<file path="src/rtl/hex_grid_scan_ctrl.sv">
// Frame sequencer for the hex-to-screen transform: snapshots frame config, walks every
// axial cell of a hexagonal region over valid/ready, and tracks returning results.
//   state | meaning
//   IDLE  | no frame in progress
//   LOAD  | iterator initialised from the latched radius
//   ISSUE | presenting cells to the transform
//   DRAIN | all cells issued, waiting for outstanding results
//   DONE  | frame complete; holds until start or abort
module hex_grid_scan_ctrl #(
  parameter int RAD_W   = 8,
  parameter int CNT_W   = 20,
  parameter int COORD_W = 16
) (
  input  logic               clk,
  input  logic               reset,
  input  logic               start,
  input  logic               abort,
  input  logic [COORD_W-1:0] center_q,
  input  logic [COORD_W-1:0] center_r,
  input  logic [RAD_W-1:0]   radius,
  input  logic [31:0]        cfg_hex_size_in,
  input  logic [31:0]        cfg_cam_x_in,
  input  logic [31:0]        cfg_cam_y_in,
  input  logic [31:0]        cfg_zoom_in,
  output logic [31:0]        cfg_hex_size,
  output logic [31:0]        cfg_cam_x,
  output logic [31:0]        cfg_cam_y,
  output logic [31:0]        cfg_zoom,
  output logic               cell_valid,
  input  logic               cell_ready,
  output logic [31:0]        cell_q_f,
  output logic [31:0]        cell_r_f,
  input  logic               res_valid,
  output logic               busy,
  output logic               done,
  output logic [CNT_W-1:0]   cells_issued,
  output logic               overflow
);

  // Iterator offsets span -R..+R, and -dq+R reaches 2R, so two extra bits cover sign and range.
  localparam int DW = RAD_W + 2;
  localparam logic signed [DW-1:0] ZERO = '0;
  localparam logic signed [DW-1:0] ONE  = DW'(1);

  typedef enum logic [2:0] {S_IDLE, S_LOAD, S_ISSUE, S_DRAIN, S_DONE} state_t;
  state_t state, state_nxt;

  logic signed [COORD_W-1:0] ctr_q, ctr_r, q_sum, r_sum;
  logic        [RAD_W-1:0]   rad;
  logic signed [DW-1:0]      rad_s, dq, dr, dq_inc, dr_max, dr_min_nxt;
  logic        [CNT_W-1:0]   received, rcv_nxt;
  logic                      in_frame, xfer, last_cell, res_ok, start_acc;

  assign rad_s     = $signed({2'b00, rad});
  assign in_frame  = (state == S_LOAD) || (state == S_ISSUE) || (state == S_DRAIN);
  assign xfer      = (state == S_ISSUE) && cell_ready;
  assign res_ok    = res_valid && in_frame && (received != cells_issued);
  assign rcv_nxt   = received + CNT_W'(res_ok);
  assign start_acc = start && ((state == S_IDLE) || ((state == S_DONE) && !abort));

  always_comb begin
    dq_inc     = dq + ONE;
    dr_max     = (dq > ZERO) ? rad_s - dq : rad_s;
    dr_min_nxt = (dq_inc > ZERO) ? -rad_s : -dq_inc - rad_s;
    last_cell  = (dr == dr_max) && (dq == rad_s);
    q_sum      = ctr_q + COORD_W'(dq);
    r_sum      = ctr_r + COORD_W'(dr);
  end

  always_ff @(posedge clk or posedge reset) begin
    if (reset) state <= S_IDLE;
    else       state <= state_nxt;
  end

  always_comb begin
    state_nxt = state;
    case (state)
      S_IDLE:  if (start) state_nxt = S_LOAD;
      S_LOAD:  state_nxt = abort ? S_IDLE : S_ISSUE;
      S_ISSUE: begin
        if (abort)                  state_nxt = S_IDLE;
        else if (xfer && last_cell) state_nxt = S_DRAIN;
      end
      S_DRAIN: begin
        if (abort)                        state_nxt = S_IDLE;
        else if (rcv_nxt == cells_issued) state_nxt = S_DONE;
      end
      S_DONE: begin
        if (abort)      state_nxt = S_IDLE;
        else if (start) state_nxt = S_LOAD;
      end
      default: state_nxt = S_IDLE;
    endcase
  end

  always_comb begin
    cell_valid = (state == S_ISSUE);
    busy       = in_frame;
    done       = (state == S_DONE);
    cell_q_f   = cell_valid ? {16'(q_sum), 16'h0} : '0;
    cell_r_f   = cell_valid ? {16'(r_sum), 16'h0} : '0;
  end

  always_ff @(posedge clk or posedge reset) begin
    if (reset) begin
      ctr_q        <= '0;
      ctr_r        <= '0;
      rad          <= '0;
      dq           <= '0;
      dr           <= '0;
      cfg_hex_size <= '0;
      cfg_cam_x    <= '0;
      cfg_cam_y    <= '0;
      cfg_zoom     <= '0;
      cells_issued <= '0;
      received     <= '0;
      overflow     <= 1'b0;
    end else if (start_acc) begin
      ctr_q        <= $signed(center_q);
      ctr_r        <= $signed(center_r);
      rad          <= radius;
      cfg_hex_size <= cfg_hex_size_in;
      cfg_cam_x    <= cfg_cam_x_in;
      cfg_cam_y    <= cfg_cam_y_in;
      cfg_zoom     <= cfg_zoom_in;
      cells_issued <= '0;
      received     <= '0;
      overflow     <= 1'b0;
    end else begin
      if (state == S_LOAD) begin
        dq <= -rad_s;
        dr <= ZERO;
      end
      // A transfer coinciding with abort still advances and counts.
      if (xfer) begin
        cells_issued <= cells_issued + CNT_W'(1);
        if (dr == dr_max) begin
          dq <= dq_inc;
          dr <= dr_min_nxt;
        end else begin
          dr <= dr + ONE;
        end
      end
      if (res_valid && in_frame) begin
        if (received == cells_issued) overflow <= 1'b1;
        else                          received <= rcv_nxt;
      end
    end
  end

endmodule

</file>
<file path="config.mk">
export PLATFORM = sky130hd
export DESIGN_NAME = hex_grid_scan_ctrl
export DESIGN_NICKNAME = d
export VERILOG_FILES = /design/src/rtl/hex_grid_scan_ctrl.sv
export SDC_FILE = /design/constraint.sdc
export NUM_CORES = 1
export LEC_CHECK = 0
export ABC_AREA = 1
export CAP_MARGIN = 20
export CORE_MARGIN = 10
export CORE_UTILIZATION = 30
export CTS_BUF_LIST = sky130_fd_sc_hd__clkbuf_8
export DETAILED_ROUTE_END_ITERATION = 7
export PLACE_DENSITY = 0.62
export SLEW_MARGIN = 20
export SYNTH_ARGS = -nofsm -noshare
export SYNTH_HDL_FRONTEND = slang
export SYNTH_SLANG_ARGS = --single-unit
</file>
<file path="constraint.sdc">
create_clock -name clk -period 8.5 [get_ports clk]
set_input_delay 1.7 -clock clk [delete_from_list [all_inputs] [get_ports clk]]
set_output_delay 1.7 -clock clk [all_outputs]
set_load 0.01 [all_outputs]
</file>
==> metrics.yaml <==
synth:
  synth_edf_count: 0
  ys_warn_count: 0
  synth_compound_area_share_pct: 7.361
  synthTopCellsByArea: "dfrtp_1 42%, nand2_1 22%, ha_1 5.6%"
  ys_seq_area_share_pct: 42.32
  netlist.area_leader.share_pct: 42.32
  synth_xor_area_share_pct: 4.269
  async_flop_share_pct: 100.0
  syn_inst: 1867
  yosysMostFrequentCell: "nand2_1"
  synth_flop_cell: "dfrtp_1"
  synth_top_family_by_area: "simple AND/OR/NAND/NOR gates"
  yosysTopAreaCell: "dfrtp_1"
  synth_area_um2: 13720
  synth_simple_gate_area_share_pct: 32.14
  ys_top_cells_by_count: "789 x nand2_1, 232 x dfrtp_1, 150 x inv_1, 107 x nand3_1, 100 x nor2_1"
  ys_ff_latch: 232
  synth_cell_types: 47
  synth_mux_area_share_pct: 0
  synth_area_per_cell_um2: 7.347
  synthAdderAreaFrac_pct: 6.148
power_and_ir_drop:
  total_power_mw: 6.802
  p_leak_nw: 9.155
  power.density_nw_per_um2: 365.5
  ir_worst_vdd_uv: 188.7
place:
  port_buffers: 357
  place.gp.congestion: 0.9528
  dp_hpwl_um: 37850
  placed_cells: 2777
timing:
  rsz0062_at_grt: "false"
  max-slew-margin-rel_pct: 30.74
  fmax_ghz: 0.1856
  maxSlewViolCount: 0
  post-route-min-period_ns: 5.387
  setup_violations: 0
  hold_viol_final: 0
  post-route-period-util_pct: 63.38
  tns_ns: 0
  worst_pin_slew_ns: 1.036
  skew_ns: 0.03854
run_status:
  status: "finished, final reports clean"
floorplanning:
  initial_core_util_pct: 30.29
  die_area_um2: 54680
  dieHeight_um: 233.8
  core-area_um2: 45280
  num_rows: 78
  die_w_um: 233.8
  ioPinCount: 390
drt:
  wire_per_inst_um: 17.41
  first_pass_iters: 6
  ant_nets: 0
  route.detailed.drc: 0
  wirelength_um: 49640
  vias: 13409
  via_per_inst: 4.703
  drtIter0Drc: 774
worst_setup_path:
  r2r_cells: 20
  start_kind: "register"
  rr_endpoint: "state[0]"
  required_ns: 6.80
  cp_max_fo: 8
  r2r-start: "received[12]"
  rrSetupSlack_ns: 3.87
  worstSetupEndpointType: "primary output"
  cp.arrival_ns: 3.69
  critPathKind: "register to primary output"
cells_and_area:
  areaGrowthSynthToFinish_pct: 35.67
  multi_input_area_um2: 6992
  layout-drive-gt1-share_pct: 4.089
  seq_area_um2: 5806
  nFillCells: 4662
  nNetsFinal: 2460
  final_cells: 2851
  postLayoutCoreUtil_pct: 41.09
global_route:
  grt_first_pass_wirelength_um: 76090
  overflow: 0
  grtUsageTotal_pct: 17.66
  grt_max_degree: 102
  antenna_found_initial: 5
  grt_pass1_vias: 13299
clocking:
  cts_setup_buffers: 0
  clock_path_buffers: 3
  cts.repair.resized: 0
  cts_tree: "built"
  cts_hold_buffers: 0
  numCtsBuffers: 42
  clk_pin_slew_ns: 0.06
  clockRootBuffer: "clkbuf_8"
  cts_max_level: 2
  clock-sinks: 232
  clock_latency_ns: 0.59
worst_hold_path:
  hp-start: "cfg_cam_x[12]"
  hold_end: "cfg_cam_x[12]"
  min_path_type: "register to register"
  hold_path_depth: 2
job:
  cap_violations: 0
[worst max path at each step]
stage	startpoint	to	slack, ns	cells past startpoint
CTS	dr[0]	cell_r_f[28]	3.03	14
detailed placement	res_valid	state[0]	3.05	19
finish	dr[0]	cell_r_f[28]	3.11	14
floorplan	reset	cells_issued[0]	0.44	1
global placement	res_valid	state[0]	3.18	22
global route	dr[0]	cell_r_f[28]	2.79	14
[layout make-up]
| cell class | count | share of cell area (%) |
|---|---|---|
| antenna | 1 | 0.01345 |
| clock buffer | 56 | 4.142 |
| clock inverter | 17 | 0.4236 |
| timing repair buffer | 363 | 19.44 |
| multi-input combinational | 1428 | 37.57 |
| tap | 600 | 4.034 |
| sequential | 232 | 31.20 |
| inverter | 154 | 3.174 |
[flip-flops by register name, summed over array words and instances, names as in the netlist]
signal	cells
dr	10
cfg_cam_y	32
rad	8
dq	10
ctr_q	16
cfg_hex_size	32
ctr_r	16
cells_issued	20
overflow	1
cfg_cam_x	32
received	20
cfg_zoom	32
state	3
[metrics by stage]
stage | setup slack (ns) | hold WS (ns) | area, um^2
2_1_floorplan | 0.4387 | 0.4553 | 13830
3_3_place_gp | 3.177 | 0.4612 | 17760
3_5_place_dp | 3.053 | 0.4636 | 17760
4_1_cts | 3.030 | 0.4794 | 18610
5_1_grt | 2.792 | 0.4933 | 18610
6_report | 3.113 | 0.4736 | 18610
[per-layer routing]
layer	track usage, %	routed length, um	vias to the layer above	part of all wire (%)
li1	-	-	6600	-
met1	21.10	20350	6289	41
met2	29.53	23800	438	48
met3	6.248	4311	76	8.7
met4	4.939	1135	6	2.3
met5	0	45	-	0.091
[power breakdown]
| group | switching (mW) | internal (mW) |
|---|---|---|
| Clock | 0.495 | 0.587 |
| Combinational | 2.23 | 1.59 |
| Sequential | 0.359 | 1.54 |
| Total | 3.09 | 3.71 |
[logic make-up (layout without fill, tap and decap cells)]
group | count (synthesis) | after routing
AND/OR/NAND/NOR | 1078 | 1078
buffers and inverters | 238 | 590
flip-flops | 232 | 232
AO/OA/AOI/OAI | 187 | 187
XOR/XNOR | 66 | 66
adder cells (fa/ha/maj) | 65 | 65
other | 1 | 33
[cell usage in the layout, fill, tap and decap left out, types with 23 or more instances in the layout]
master / n
nand2_1: 789
nor3_1: 30
a21oi_1: 71
xor2_1: 42
nor2_1: 100
inv_1: 161
ha_1: 61
conb_1: 32
clkdlybuf4s50_1: 357
nand4_1: 23
dfrtp_1: 232
clkbuf_8: 56
xnor2_1: 23
nand3_1: 106
o21ai_0: 76
[critical path, stage by stage (launching register included)]
cell and delay, ns:
dfrtp_1 0.48, ha_1 0.26, fa_1 0.40, nand3_1 0.09, nand2_1 0.07, nand2_1 0.07
nand2_1 0.06, a21oi_1 0.19, o21ai_0 0.17, a31oi_1 0.27, o21ai_0 0.15, nand2_1 0.07
nand2_1 0.04, nor2_1 0.12, clkdlybuf4s50_1 0.64
Power figures use the tool's default switching activity.
